## config.mk

```make
export PLATFORM = sky130hd
export DESIGN_NAME = serial_full_adder_flat
export DESIGN_NICKNAME = d
export VERILOG_FILES = /design/src/rtl/serial_full_adder_if.sv /design/src/rtl/serial_full_adder.sv /design/src/flat_wrapper.sv
export SDC_FILE = /design/constraint.sdc
export NUM_CORES = 1
export LEC_CHECK = 0
export BUFFER_PORTS_ARGS = -buffer_cell sky130_fd_sc_hd__buf_2
export CORE_MARGIN = 2
export CORE_UTILIZATION = 49
export CTS_CLUSTER_DIAMETER = 100
export CTS_CLUSTER_SIZE = 8
export DETAILED_ROUTE_END_ITERATION = 7
export PLACE_DENSITY_LB_ADDON = 0.15
export SLEW_MARGIN = 20
export SYNTH_ARGS = -nofsm -noshare
export SYNTH_HDL_FRONTEND = slang
export SYNTH_SLANG_ARGS = --single-unit
```

## constraint.sdc

```tcl
create_clock -name clk -period 1.36 [get_ports clk]
set_input_delay 0.068 -clock clk [delete_from_list [all_inputs] [get_ports clk]]
set_output_delay 0.068 -clock clk [all_outputs]
set_load 0.02 [all_outputs]
```

## src/rtl/serial_full_adder_if.sv

```systemverilog
// Operand/result bundle for the bit-serial adder: start/ready/done handshake plus data.
`timescale 1ns/1ps
interface serial_full_adder_if #(parameter int WIDTH = 8);
  logic             start;
  logic [WIDTH-1:0] a;
  logic [WIDTH-1:0] b;
  logic             sub;
  logic             c_in;
  logic             ready;
  logic             done;
  logic [WIDTH-1:0] sum;
  logic             c_out;
  logic             ovf;

  modport master (
    output start, a, b, sub, c_in,
    input  ready, done, sum, c_out, ovf
  );

  modport slave (
    input  start, a, b, sub, c_in,
    output ready, done, sum, c_out, ovf
  );
endinterface

```

## src/rtl/serial_full_adder.sv

```systemverilog
// Bit-serial adder/subtractor: one full-adder cell and a carry flop, LSB first,
// one result every WIDTH+2 cycles with sum, carry-out and signed overflow.
`timescale 1ns/1ps
module serial_full_adder #(
  parameter int WIDTH = 8
) (
  input logic                clk,
  input logic                rst,
  serial_full_adder_if.slave bus
);

  localparam int CW = (WIDTH > 1) ? $clog2(WIDTH) : 1;
  localparam logic [CW-1:0] LAST = CW'(WIDTH - 1);
  localparam logic [CW-1:0] ONE  = CW'(1);

  typedef enum logic [1:0] {IDLE, RUN, DONE} state_t;

  state_t           state_q, state_d;
  logic [WIDTH-1:0] aSh_q, aSh_d;
  logic [WIDTH-1:0] bSh_q, bSh_d;
  logic [WIDTH-1:0] res_q, res_d;
  logic [WIDTH-1:0] sum_q, sum_d;
  logic [CW-1:0]    cnt_q, cnt_d;
  logic             carry_q, carry_d;
  logic             cOut_q, cOut_d;
  logic             ovf_q, ovf_d;
  logic             bitSum;
  logic             bitCarry;

  always_ff @(posedge clk) begin
    if (rst) begin
      state_q <= IDLE;
      aSh_q   <= '0;
      bSh_q   <= '0;
      res_q   <= '0;
      sum_q   <= '0;
      cnt_q   <= '0;
      carry_q <= 1'b0;
      cOut_q  <= 1'b0;
      ovf_q   <= 1'b0;
    end else begin
      state_q <= state_d;
      aSh_q   <= aSh_d;
      bSh_q   <= bSh_d;
      res_q   <= res_d;
      sum_q   <= sum_d;
      cnt_q   <= cnt_d;
      carry_q <= carry_d;
      cOut_q  <= cOut_d;
      ovf_q   <= ovf_d;
    end
  end

  always_comb begin
    state_d  = state_q;
    aSh_d    = aSh_q;
    bSh_d    = bSh_q;
    res_d    = res_q;
    sum_d    = sum_q;
    cnt_d    = cnt_q;
    carry_d  = carry_q;
    cOut_d   = cOut_q;
    ovf_d    = ovf_q;
    bitSum   = aSh_q[0] ^ bSh_q[0] ^ carry_q;
    bitCarry = (aSh_q[0] & bSh_q[0]) | (aSh_q[0] & carry_q) | (bSh_q[0] & carry_q);

    case (state_q)
      IDLE: begin
        // Subtraction is A + ~B + 1, so the caller's carry-in is overridden.
        if (bus.start) begin
          aSh_d   = bus.a;
          bSh_d   = bus.sub ? ~bus.b : bus.b;
          carry_d = bus.sub ? 1'b1 : bus.c_in;
          cnt_d   = '0;
          state_d = RUN;
        end
      end
      RUN: begin
        carry_d = bitCarry;
        aSh_d   = aSh_q >> 1;
        bSh_d   = bSh_q >> 1;
        res_d   = {bitSum, res_q[WIDTH-1:1]};
        cnt_d   = cnt_q + ONE;
        // carry_q is the carry into the MSB while the last bit is being added.
        if (cnt_q == LAST) begin
          cnt_d   = cnt_q;
          sum_d   = {bitSum, res_q[WIDTH-1:1]};
          cOut_d  = bitCarry;
          ovf_d   = carry_q ^ bitCarry;
          state_d = DONE;
        end
      end
      DONE: begin
        state_d = IDLE;
      end
      default: begin
        state_d = IDLE;
      end
    endcase
  end

  assign bus.ready = (state_q == IDLE);
  assign bus.done  = (state_q == DONE);
  assign bus.sum   = sum_q;
  assign bus.c_out = cOut_q;
  assign bus.ovf   = ovf_q;

endmodule

```

## src/flat_wrapper.sv

```systemverilog
// flat-port wrapper written by rule: the top's interface ports become plain ports
module serial_full_adder_flat 
#(
  parameter int WIDTH = 8
)
  (clk, rst, bus_start, bus_a, bus_b, bus_sub, bus_c_in, bus_ready, bus_done, bus_sum, bus_c_out, bus_ovf);
  serial_full_adder_if #(.WIDTH(WIDTH)) bus_i ();
  input logic clk;
  input logic rst;
  input wire logic [$bits(bus_i.start)-1:0] bus_start;
  input wire logic [$bits(bus_i.a)-1:0] bus_a;
  input wire logic [$bits(bus_i.b)-1:0] bus_b;
  input wire logic [$bits(bus_i.sub)-1:0] bus_sub;
  input wire logic [$bits(bus_i.c_in)-1:0] bus_c_in;
  output wire logic [$bits(bus_i.ready)-1:0] bus_ready;
  output wire logic [$bits(bus_i.done)-1:0] bus_done;
  output wire logic [$bits(bus_i.sum)-1:0] bus_sum;
  output wire logic [$bits(bus_i.c_out)-1:0] bus_c_out;
  output wire logic [$bits(bus_i.ovf)-1:0] bus_ovf;
  assign bus_i.start = bus_start;
  assign bus_i.a = bus_a;
  assign bus_i.b = bus_b;
  assign bus_i.sub = bus_sub;
  assign bus_i.c_in = bus_c_in;
  assign bus_ready = bus_i.ready;
  assign bus_done = bus_i.done;
  assign bus_sum = bus_i.sum;
  assign bus_c_out = bus_i.c_out;
  assign bus_ovf = bus_i.ovf;
  serial_full_adder #(.WIDTH(WIDTH)) u_core (.clk(clk), .rst(rst), .bus(bus_i));
endmodule
```

==> flow_metrics.env <==
export IMPL_syn_cell_area_sq_mm=0.00175
export IMPL_rows=21
export IMPL_final_util_pct=65.0
export IMPL_cts_buffer_depth=2
export IMPL_slowest_stage="dfxtp_2"
export IMPL_fin_skew_ns=0.0158
export IMPL_cts_num_sinks=39
export IMPL_fmax_mhz=750
export IMPL_diodes=0
export IMPL_cp_max_fo=5
export IMPL_worst_path_most_repeated_cell="ha_4"
export IMPL_seq_area_sq_um=788
export IMPL_setup_worst_path_end_class="flip-flop"
export IMPL_cts_tree="built"
export IMPL_worst_setup_path_start_kind="flip-flop"
export IMPL_avgSynthCellArea_sq_um=8.73
export IMPL_drt_wl_total_um=3900
export IMPL_core_area_sq_mm=0.00339
export IMPL_ios=33
export IMPL_max_cap_violations=0
export IMPL_gp_congestion=0.764
export IMPL_start_util_pct=51.5
export IMPL_ir_drop_mv=0.679
export IMPL_cellPowerDensity_mw_per_mm2=1090
export IMPL_total_power_mw=2.40
export IMPL_dp_cells=272
export IMPL_yosys_area_top_type_share_pct=44.7
export IMPL_numPortBuffers=32
export IMPL_hpwl_um=2510
export IMPL_setup_slack_ns=0.0275
export IMPL_rsz0062_at_grt="true"
export IMPL_ys_warn_count=0
export IMPL_cp_required_ns=1.63
export IMPL_ys_ff_latch=39
export IMPL_clkTransAtPathRegs_ns=0.12
export IMPL_slew_headroom_pct=73.0
export IMPL_drc=0
export IMPL_synth_distinct_cells=35
export IMPL_fin_crit_sh_pct=98.0
export IMPL_period_needed_ns=1.33
export IMPL_overflow=0
export IMPL_p_leak_nw=0.866
export IMPL_setup_violations=0
export IMPL_cp_arrival_ns=1.60
export IMPL_cp_slowest_stage_delay_ns=0.36
export IMPL_antenna_found_initial=0
export IMPL_design_die_area_sq_mm=0.00406
export IMPL_drt_iter0_markers=67
export IMPL_die_height_um=63.7
export IMPL_place_ws_ns=-0.109
export IMPL_grt_pass1_wl_um=6270
export IMPL_stdcell_area_sq_mm=0.00220
export IMPL_grt_max_degree=30
export IMPL_cts_inserted_buffers=5
export IMPL_finalHoldViolations=0
export IMPL_die_w_um=63.7
export IMPL_finish_net_count=268
export IMPL_viasPerCell=5.26
export IMPL_synth_cells=200
export IMPL_fillers=283
export IMPL_syn_nets=224
export IMPL_postRouteAntennaNets=0
export IMPL_hold_path_class="input pin to flip-flop"
export IMPL_cp_cell_sequence="ha_4 -> ha_4 -> nor4b_4 -> buf_4 -> nand2_1 -> o31ai_1"
export IMPL_dpl_cell_area_sq_mm=0.00194
export IMPL_drv_slew=0
export IMPL_ys_async_sr_fraction_pct=0
export IMPL_grt_pass1_vias=1463
export IMPL_wl_per_cell_um=13.4
export IMPL_synth_top_area_cell="dfxtp_1"
export IMPL_synth_area_leaders="dfxtp_1 45%, nand2_1 11%, a2111oi_2 6.0%"
export IMPL_tightestPinTransition_ns=0.405
export IMPL_ctsRootBufferMaster="clkbuf_4"
export IMPL_area_delta_synth_final_pct=26.1
export IMPL_multiInputGateArea_sq_um=947
export IMPL_crit_type="flip-flop to flip-flop"
export IMPL_stdcell_count=291
export IMPL_clkLatencyLatePin_ns=0.35
export IMPL_synth_ff_type="dfxtp_1"
export IMPL_vias=1531
export IMPL_first_pass_iters=5
export IMPL_synth_enable_flop_cells=0
export IMPL_whs_ns=0.0117
export IMPL_fin_setup_tns_ns=0
export IMPL_htreeDepth=2
export IMPL_drive_gt1_share_pct=32.2
export IMPL_status="finished, final reports clean"
export IMPL_track_usage_pct=19.7
export IMPL_seq_area_frac_synth_pct=44.7
## path summary, 6_finish.rpt
path                startpoint                end  slack, ns  cells after the start
max reg2reg    u_core.cnt_q[0]    u_core.cnt_q[0]       0.03                      6
max            u_core.cnt_q[0]    u_core.cnt_q[0]       0.03                      6
min                   bus_a[6]    u_core.aSh_q[6]       0.01                      3
min reg2reg  u_core.bus.sum[0]  u_core.bus.sum[0]       0.46                      2
## registers in the layout (all words and copies together), names as in the netlist
name / count
u_core.aSh_q: 8
u_core.bSh_q: 8
u_core.bus.c_out: 1
u_core.bus.ovf: 1
u_core.bus.sum: 8
u_core.carry_q: 1
u_core.cnt_q: 3
u_core.res_q: 7
u_core.state_q: 2
## cell usage in the layout (no fill, tap or decap), types with 2 or more instances in the layout
cell	instances
inv_1	2
and3b_2	2
nor2_2	3
dfxtp_1	35
nand2_1	51
buf_4	10
a311oi_1	6
a2111oi_2	7
o21ba_4	2
nor2_1	23
a21oi_1	17
nand2b_1	6
dlygate4sd3_1	6
xnor2_1	8
ha_4	2
buf_2	31
dfxtp_2	3
clkbuf_4	5
## timing repair
action,in CTS,in global routing
hold buffers,6,0
endpoints found under the hold margin,6,0
pin swaps,3,1
endpoints found under the setup margin,22,21
cloned,1,1
gates resized for setup,7,15
setup buffers,1,2
## report_power, final
part	total [mW]	internal [mW]	switching [mW]
clock network	0.785	0.387	0.398
logic	0.368	0.174	0.193
registers	1.25	1.20	0.0452
total	2.40	1.76	0.636
## final cells by class
type                       instances  area share, %
multi-input combinational        147           43.0
sequential                        39           35.8
timing repair buffer              49           14.6
tap                               46           2.61
clock inverter                     3           1.99
clock buffer                       5           1.70
inverter                           2          0.341
## cells by family after synthesis
logic type	synth area share (%)
simple gates	23.1
compound gates	19.3
flops	44.7
buf+inv	5.80
xor+xnor	4.51
fa+ha+maj	2.58
## critical path, delay by kind of cell, from the launching register on
family | cells | cell delay, ns
DFF | 1 | 0.36
buffers and inverters | 1 | 0.17
AOI/OAI and AO/OA | 1 | 0.06
adders and majority gates | 2 | 0.33
and+or+nand+nor | 2 | 0.33
## cells in the mapped netlist (all sizes together) (3+ instances only)
cell     instances
a311oi           7
xnor2            8
nor2b            3
a2111oi          7
buf             11
nor2            26
clkbuf           3
nand2b           6
a21oi           18
nand2           51
dfxtp           39
## per-layer routing
metal	vias up	wire length [um]	GRT usage, %	part of all wire, %
li1	761	-	-	-
met1	728	1720	22.0	44
met2	37	1970	35.7	50
met3	5	169	5.89	4.3
met4	0	45	5.98	1.2
met5	-	0	0	0
No activity file was read; power rests on OpenSTA's default activity.
